$ cat src/rtl/logic_gate_pipe.sv
// logic_gate_pipe: pipelined bitwise logic unit with a valid/ready handshake.
// The result is formed combinationally at the input. STAGES register stages
// then carry the data, the zero flag, the error flag and the valid bit.
// Optional feature macro: LOGIC_GATE_PIPE_REDUCE_EN builds the reduction
// opcodes 6 (&a) and 7 (^a). When the macro is not defined, opcodes 6 and 7
// are flagged as illegal and produce y=0 and err=1.
module logic_gate_pipe #(
  parameter int WIDTH  = 8,
  parameter int STAGES = 2
) (
  input  logic             clk,
  input  logic             rst_n,
  input  logic             in_valid,
  output logic             in_ready,
  input  logic [WIDTH-1:0] a,
  input  logic [WIDTH-1:0] b,
  input  logic [2:0]       op,
  output logic             out_valid,
  input  logic             out_ready,
  output logic [WIDTH-1:0] y,
  output logic             y_zero,
  output logic             err,
  output logic [15:0]      tx_count
);

  localparam int L = STAGES - 1;

  logic [WIDTH-1:0]              res;
  logic                          res_err;
  logic [STAGES-1:0]             rdy;
  logic [STAGES-1:0]             vld_q, vld_d;
  logic [STAGES-1:0]             z_q, z_d;
  logic [STAGES-1:0]             e_q, e_d;
  logic [STAGES-1:0][WIDTH-1:0]  y_q, y_d;
  logic [15:0]                   tx_q, tx_d;

  // Opcode decode and result formation on the incoming operands.
  always_comb begin
    res     = '0;
    res_err = 1'b0;
    case (op)
      3'd0: res = a & b;
      3'd1: res = a | b;
      3'd2: res = a ^ b;
      3'd3: res = ~(a & b);
      3'd4: res = ~(a | b);
      3'd5: res = ~(a ^ b);
`ifdef LOGIC_GATE_PIPE_REDUCE_EN
      3'd6: res[0] = &a;
      3'd7: res[0] = ^a;
`else
      3'd6: res_err = 1'b1;
      3'd7: res_err = 1'b1;
`endif
      default: res = '0;
    endcase
  end

  // A stage may load when it, or any stage after it, has an empty slot, or
  // when the output is being drained. This is the flattened ready chain.
  always_comb begin
    for (int k = 0; k < STAGES; k++) begin
      rdy[k] = out_ready;
      for (int j = k; j < STAGES; j++)
        if (!vld_q[j]) rdy[k] = 1'b1;
    end
  end

  // Next-state logic: each ready stage takes its predecessor's contents.
  // An empty predecessor passes a bubble through.
  always_comb begin
    vld_d = vld_q;
    y_d   = y_q;
    z_d   = z_q;
    e_d   = e_q;
    if (rdy[0]) begin
      vld_d[0] = in_valid;
      y_d[0]   = res;
      z_d[0]   = (res == '0);
      e_d[0]   = res_err;
    end
    for (int k = 1; k < STAGES; k++) begin
      if (rdy[k]) begin
        vld_d[k] = vld_q[k-1];
        y_d[k]   = y_q[k-1];
        z_d[k]   = z_q[k-1];
        e_d[k]   = e_q[k-1];
      end
    end
    tx_d = tx_q + ((vld_q[L] && out_ready) ? 16'd1 : 16'd0);
  end

  // Pipeline and transfer-count registers. Reset discards in-flight items.
  always_ff @(posedge clk) begin
    if (!rst_n) begin
      vld_q <= '0;
      y_q   <= '0;
      z_q   <= '0;
      e_q   <= '0;
      tx_q  <= '0;
    end else begin
      vld_q <= vld_d;
      y_q   <= y_d;
      z_q   <= z_d;
      e_q   <= e_d;
      tx_q  <= tx_d;
    end
  end

  assign in_ready  = rdy[0];
  assign out_valid = vld_q[L];
  assign y         = y_q[L];
  assign y_zero    = z_q[L];
  assign err       = e_q[L];
  assign tx_count  = tx_q;

endmodule

$ cat config.mk
export PLATFORM = sky130hd
export DESIGN_NAME = logic_gate_pipe
export DESIGN_NICKNAME = d
export VERILOG_FILES = /design/src/rtl/logic_gate_pipe.sv
export SDC_FILE = /design/constraint.sdc
export NUM_CORES = 1
export LEC_CHECK = 0
export CAP_MARGIN = 15
export CORE_MARGIN = 2
export CORE_UTILIZATION = 46
export CTS_CLUSTER_SIZE = 14
export DETAILED_ROUTE_END_ITERATION = 7
export MAX_ROUTING_LAYER = met4
export PLACE_DENSITY = 0.79
export SLEW_MARGIN = 5
export SYNTH_ARGS = -nofsm -noshare
export SYNTH_HDL_FRONTEND = slang
export SYNTH_SLANG_ARGS = --single-unit
$ cat constraint.sdc
create_clock -name clk -period 3.7 [get_ports clk]
set_input_delay 0.74 -clock clk [delete_from_list [all_inputs] [get_ports clk]]
set_output_delay 0.74 -clock clk [all_outputs]
set_load 0.02 [all_outputs]
; Yosys cells after proc, flatten, opt, wreduce, memory -nomap -nowiden
; Cells that the tools add are included.
; W data, S select, Z words.
[classes]
n_eq_ne = 7
mux = 6
add_sub_neg = 1
n_bitwise = 6
n_reduce_logical = 4
[ops]
columns = operator, count
row1 = $pmux W8 S6, 1
row2 = $not A8 Y8, 3
row3 = $add A16 B1 Y16, 1
row4 = $eq A3 B3 Y1 const B, 4
row5 = $and A8 B8 Y8, 1
row6 = $logic_not A8 Y1, 1
row7 = $or A8 B8 Y8, 1
row8 = $xor A8 B8 Y8, 1
row9 = $eq A3 B2 Y1 const B, 2
row10 = $mux W1, 5
row11 = $eq A3 B1 Y1 const B, 1
row12 = $logic_not A3 Y1, 1
row13 = $reduce_or A2 Y1, 1
row14 = $logic_and A1 B1 Y1, 1
[totals]
word_cells = 33
register_bits = 38

; Depth between registers and ports, before layout
[depth]
depth_word = 4
depth_mapped = 8
mapped_depth_nobuf = 8

; Worst setup path after synthesis
; Ideal clock, no wire load.
[synth_path]
path_kind = input-to-reg
startpoint = input port a[6]
endpoint = register z_q[0]
cell_stages = 8
path_slack_ps = 1475
arrival_time_ps = 2141
required_ps = 3616
n_path_buf = 0
cell_sequence = inv_1 ha_1 nor3b_1 a211oi_1 o21ai_2 nand3_2 or4_4 o31ai_2
[synth_via]
elab_chain_len = 4
[synth_lines]
columns = element, line
row1 = start: declaration, 15  ; input logic [WIDTH-1:0] a,
row2 = "$xor A8 B8 Y8, or another cell as far along", "44, 47"
row3 = "$not A8 Y8, on equally long branches", "47, 45, 46"
row4 = $pmux W8 S6 (*), 41  ; case (op)
row5 = $logic_not A8 Y1 (*), 79  ; z_d[0] = (res == '0);
row6 = end signal: assignment, 104  ; z_q <= z_d;
row7 = end: declaration, 32  ; logic [STAGES-1:0] z_q, z_d;
; Mark *: on every way between the ends. The rest lies on a longest branch, timed or not.
; A chain may end at the register's enable or synchronous reset.

; Final worst setup path
[layout_path]
startpoint = input port out_ready
endpoint = output port in_ready
[layout_via]
elab_chain_len = 2
[layout_lines]
columns = element, line
row1 = start: declaration, 19  ; input logic out_ready,
row2 = $mux W1 (2 in series), 65  ; if (!vld_q[j]) rdy[k] = 1'b1;
row3 = end: declaration, 14  ; output logic in_ready,
; Every way passes these cells.

==> metrics <==
run status finished clean; Sink Count 38; PwrDens roughly 300 nW/µm²; post-CTS resize count 0; clk_skew 5.80 ps; die width 75.5 µm; layout cells sized above 1 6.54%; NumNets Final ~360; Die Area around 5700 µm²; VDD IR max between 200 and 250 µV; CTS tree done; GP Congestion ~0.83; Synth area leader dfxtp_1; Clk pwr share around a third; Setup WS pre-CTS 509 ps; PortBufs 50; Hold Path Origin y[6]; total gr overflow 0; dpl hpwl around 3500 µm; Crit. Startpoint out_ready; CP Data Arrival Time about 2500 ps; slack of the critical path 494 ps; synthesized cell area 2350 µm²; Net Count, Synth ~330; fmax just over 0.3 GHz; CTS Root Buffer Type clkbuf_8; Final ANT Viol Nets 0; clock buffer depth 2; initial core utilization about 47%; Relative slew margins 55.7%; Post-synth EDFFs 0; Net Sw Frac between 20% and 30%; Area after DPL 2780 µm²; max cap viols 0; fin crit share around 87%; Worst Reg2Reg Path Length in Cells 7; drt total wl roughly 4500 µm; Worst setup EP type output port; DRC 0; clk_lat worst skew 280 ps; unrepaired setup endpoints after global routing no; Max Slew Vio Count 0; startpoint types input port; first-pass GRT wire length 7700 µm; largest cells by area after synthesis dfxtp_1 32%, ha_1 9.6%, nand2_1 7.2%; Combinational Power Share 18.4%; Core ar. ~5000 µm²; register bit total from synthesis 38; reg-to-reg startpoint vld_q[1]; wire per inst around 12 µm; final setup vio count 0; Die Y 75.5 µm; GRT Util Overall 17.7%; WS Path Type in -> out; Top FF cell, synth dfxtp_1; Worst-path clk slew 60 ps; Yosys cell types 46; diodes inserted 0; TritonCTS Buffers 5; most frequent cell after synthesis nand2_1; number of global-route vias before repair 1,836; worst min path class reg -> reg; Setup TNS 0 ps; Net Switching approximately 0.00022 W; H-tree levels 2; Core Rows 26; fraction of registers with async set/reset 0%; Worst Max-Slew Pin Slew 663 ps; Ys Warns 0; r2r endpoint tx_count[12]; sequential fraction of design power approximately 50%; Final Hold Viols 0; Leak Pwr 1.17 nW; post-synth top area share 32.4%; FF-to-FF setup slack 1870 ps; internal power 0.000647 W; Avg Cell Area, Syn a little over 8 µm²; synthesized netlist cell count between 200 and 300; postcts setup bufs 0; Detailed Route Iter0 Violations 51; cts hold-fix bufs 0; vias 2,004; Area Overhead vs Synth 21.7%; worst endpoint required time about 3000 ps; synth cell count leaders 45 x nand2_1, 38 x dfxtp_1, 18 x ha_1, 17 x a21boi_0, 17 x inv_1; initial antenna violation count 0; pin count of the biggest net entering global routing 22; sequential fraction of the synthesis area 32.4%; drt pass-1 iters 4; worst-path maximum fanout 13; min Tclk post-route 3210 ps; Final Cell Area 2860 µm²; vias per cell roughly 5.1; Top Ports between 50 and 60; crit path capture in_ready
-- cell families (layout without fill, tap and decap cells) --
family / after synthesis / in the layout / synth area share, %
compound gates: 69 / 69 / 19.3
simple gates: 105 / 105 / 22.8
flops: 38 / 38 / 32.4
xor+xnor: 9 / 9 / 3.36
buf+inv: 44 / 79 / 11.2
fa+ha+maj: 18 / 18 / 9.59
mux: 3 / 3 / 1.28
-- metal layers --
layer  global-route usage (%)  vias to the layer above  wire length [µm]  share of wire, %
li1                         -                     1022                 -                 -
met3                     3.84                        7               192               4.3
met2                     29.6                       54              2160                48
met4                     4.68                        0                43              0.95
met5                        -                        -                 0                 0
met1                     21.7                      921              2120                47
-- worst max-delay path, cell delays in order --
cell	delay, ps
clkdlybuf4s50_1	490
nor2b_4	290
and2_4	270
clkinv_4	120
clkdlybuf4s50_1	560
-- power by group through the flow --
stage          Sequential (W)  Combinational, W  Clock [W]
6_report             0.000432          0.000159   0.000275
5_1_grt              0.000434          0.000179   0.000300
3_5_place_dp         0.000441          0.000159          0
4_1_cts              0.000432          0.000160   0.000280
3_3_place_gp         0.000441          0.000154          0
2_1_floorplan        0.000441          0.000111          0
-- worst min-delay path by stage --
stage,to,slack [ps],depth (start not counted)
4_1_cts,y[6],470,2
3_3_place_gp,y[3],450,2
6_report,y[6],460,2
5_1_grt,y_q[3],490,2
3_5_place_dp,y[6],460,2
2_1_floorplan,y[4],440,2
-- metrics by stage --
stage | utilization [%] | hold WS [ps] | cells | power (W)
detailed placement | 55.4 | 459 | 385 | 0.000601
CTS | 57.0 | 468 | 391 | 0.000873
floorplan | - | 438 | 286 | 0.000552
global route | 57.0 | 491 | 391 | 0.000912
global placement | 55.4 | 455 | 385 | 0.000595
finish | 57.0 | 463 | 391 | 0.000867
-- layout by cell type (no fill, tap or decap), types with 2 or more instances in the layout --
master | Yosys | final
clkdlybuf4s50_1 | 0 | 50
nand2_1 | 45 | 45
dfxtp_1 | 38 | 38
ha_1 | 18 | 18
inv_1 | 17 | 17
a21boi_0 | 17 | 17
a21oi_1 | 15 | 15
o21ai_0 | 13 | 13
and2_1 | 12 | 12
nor2_1 | 12 | 12
xnor2_1 | 8 | 8
clkbuf_8 | 2 | 6
o22ai_1 | 5 | 5
nor2b_1 | 5 | 5
nand3_1 | 5 | 5
or3_1 | 5 | 5
o21ai_1 | 4 | 4
o211a_1 | 4 | 4
nand2b_1 | 4 | 4
mux2i_1 | 3 | 3
and3_1 | 3 | 3
buf_4 | 9 | 3
nor3b_1 | 2 | 2
a211oi_1 | 2 | 2
inv_2 | 2 | 2
nor3_1 | 2 | 2
o221ai_1 | 2 | 2
o21a_1 | 2 | 2
nand4_1 | 2 | 2
-- layout make-up --
| type | count | area, µm² |
|---|---|---|
| sequential | 38 | 761 |
| multi-input combinational | 204 | 1320 |
| tap | 70 | 87.6 |
| fill | 487 | 2150 |
| timing repair buffer | 53 | 523 |
| clock buffer | 6 | 82.6 |
| inverter | 20 | 80.1 |
-- registers in the layout, indices dropped and copies added (netlist names) --
register / cells
y_q: 8
z_q: 2
tx_count: 16
y: 8
e_q: 2
vld_q: 2
No activity file was read; power rests on OpenSTA's default activity.
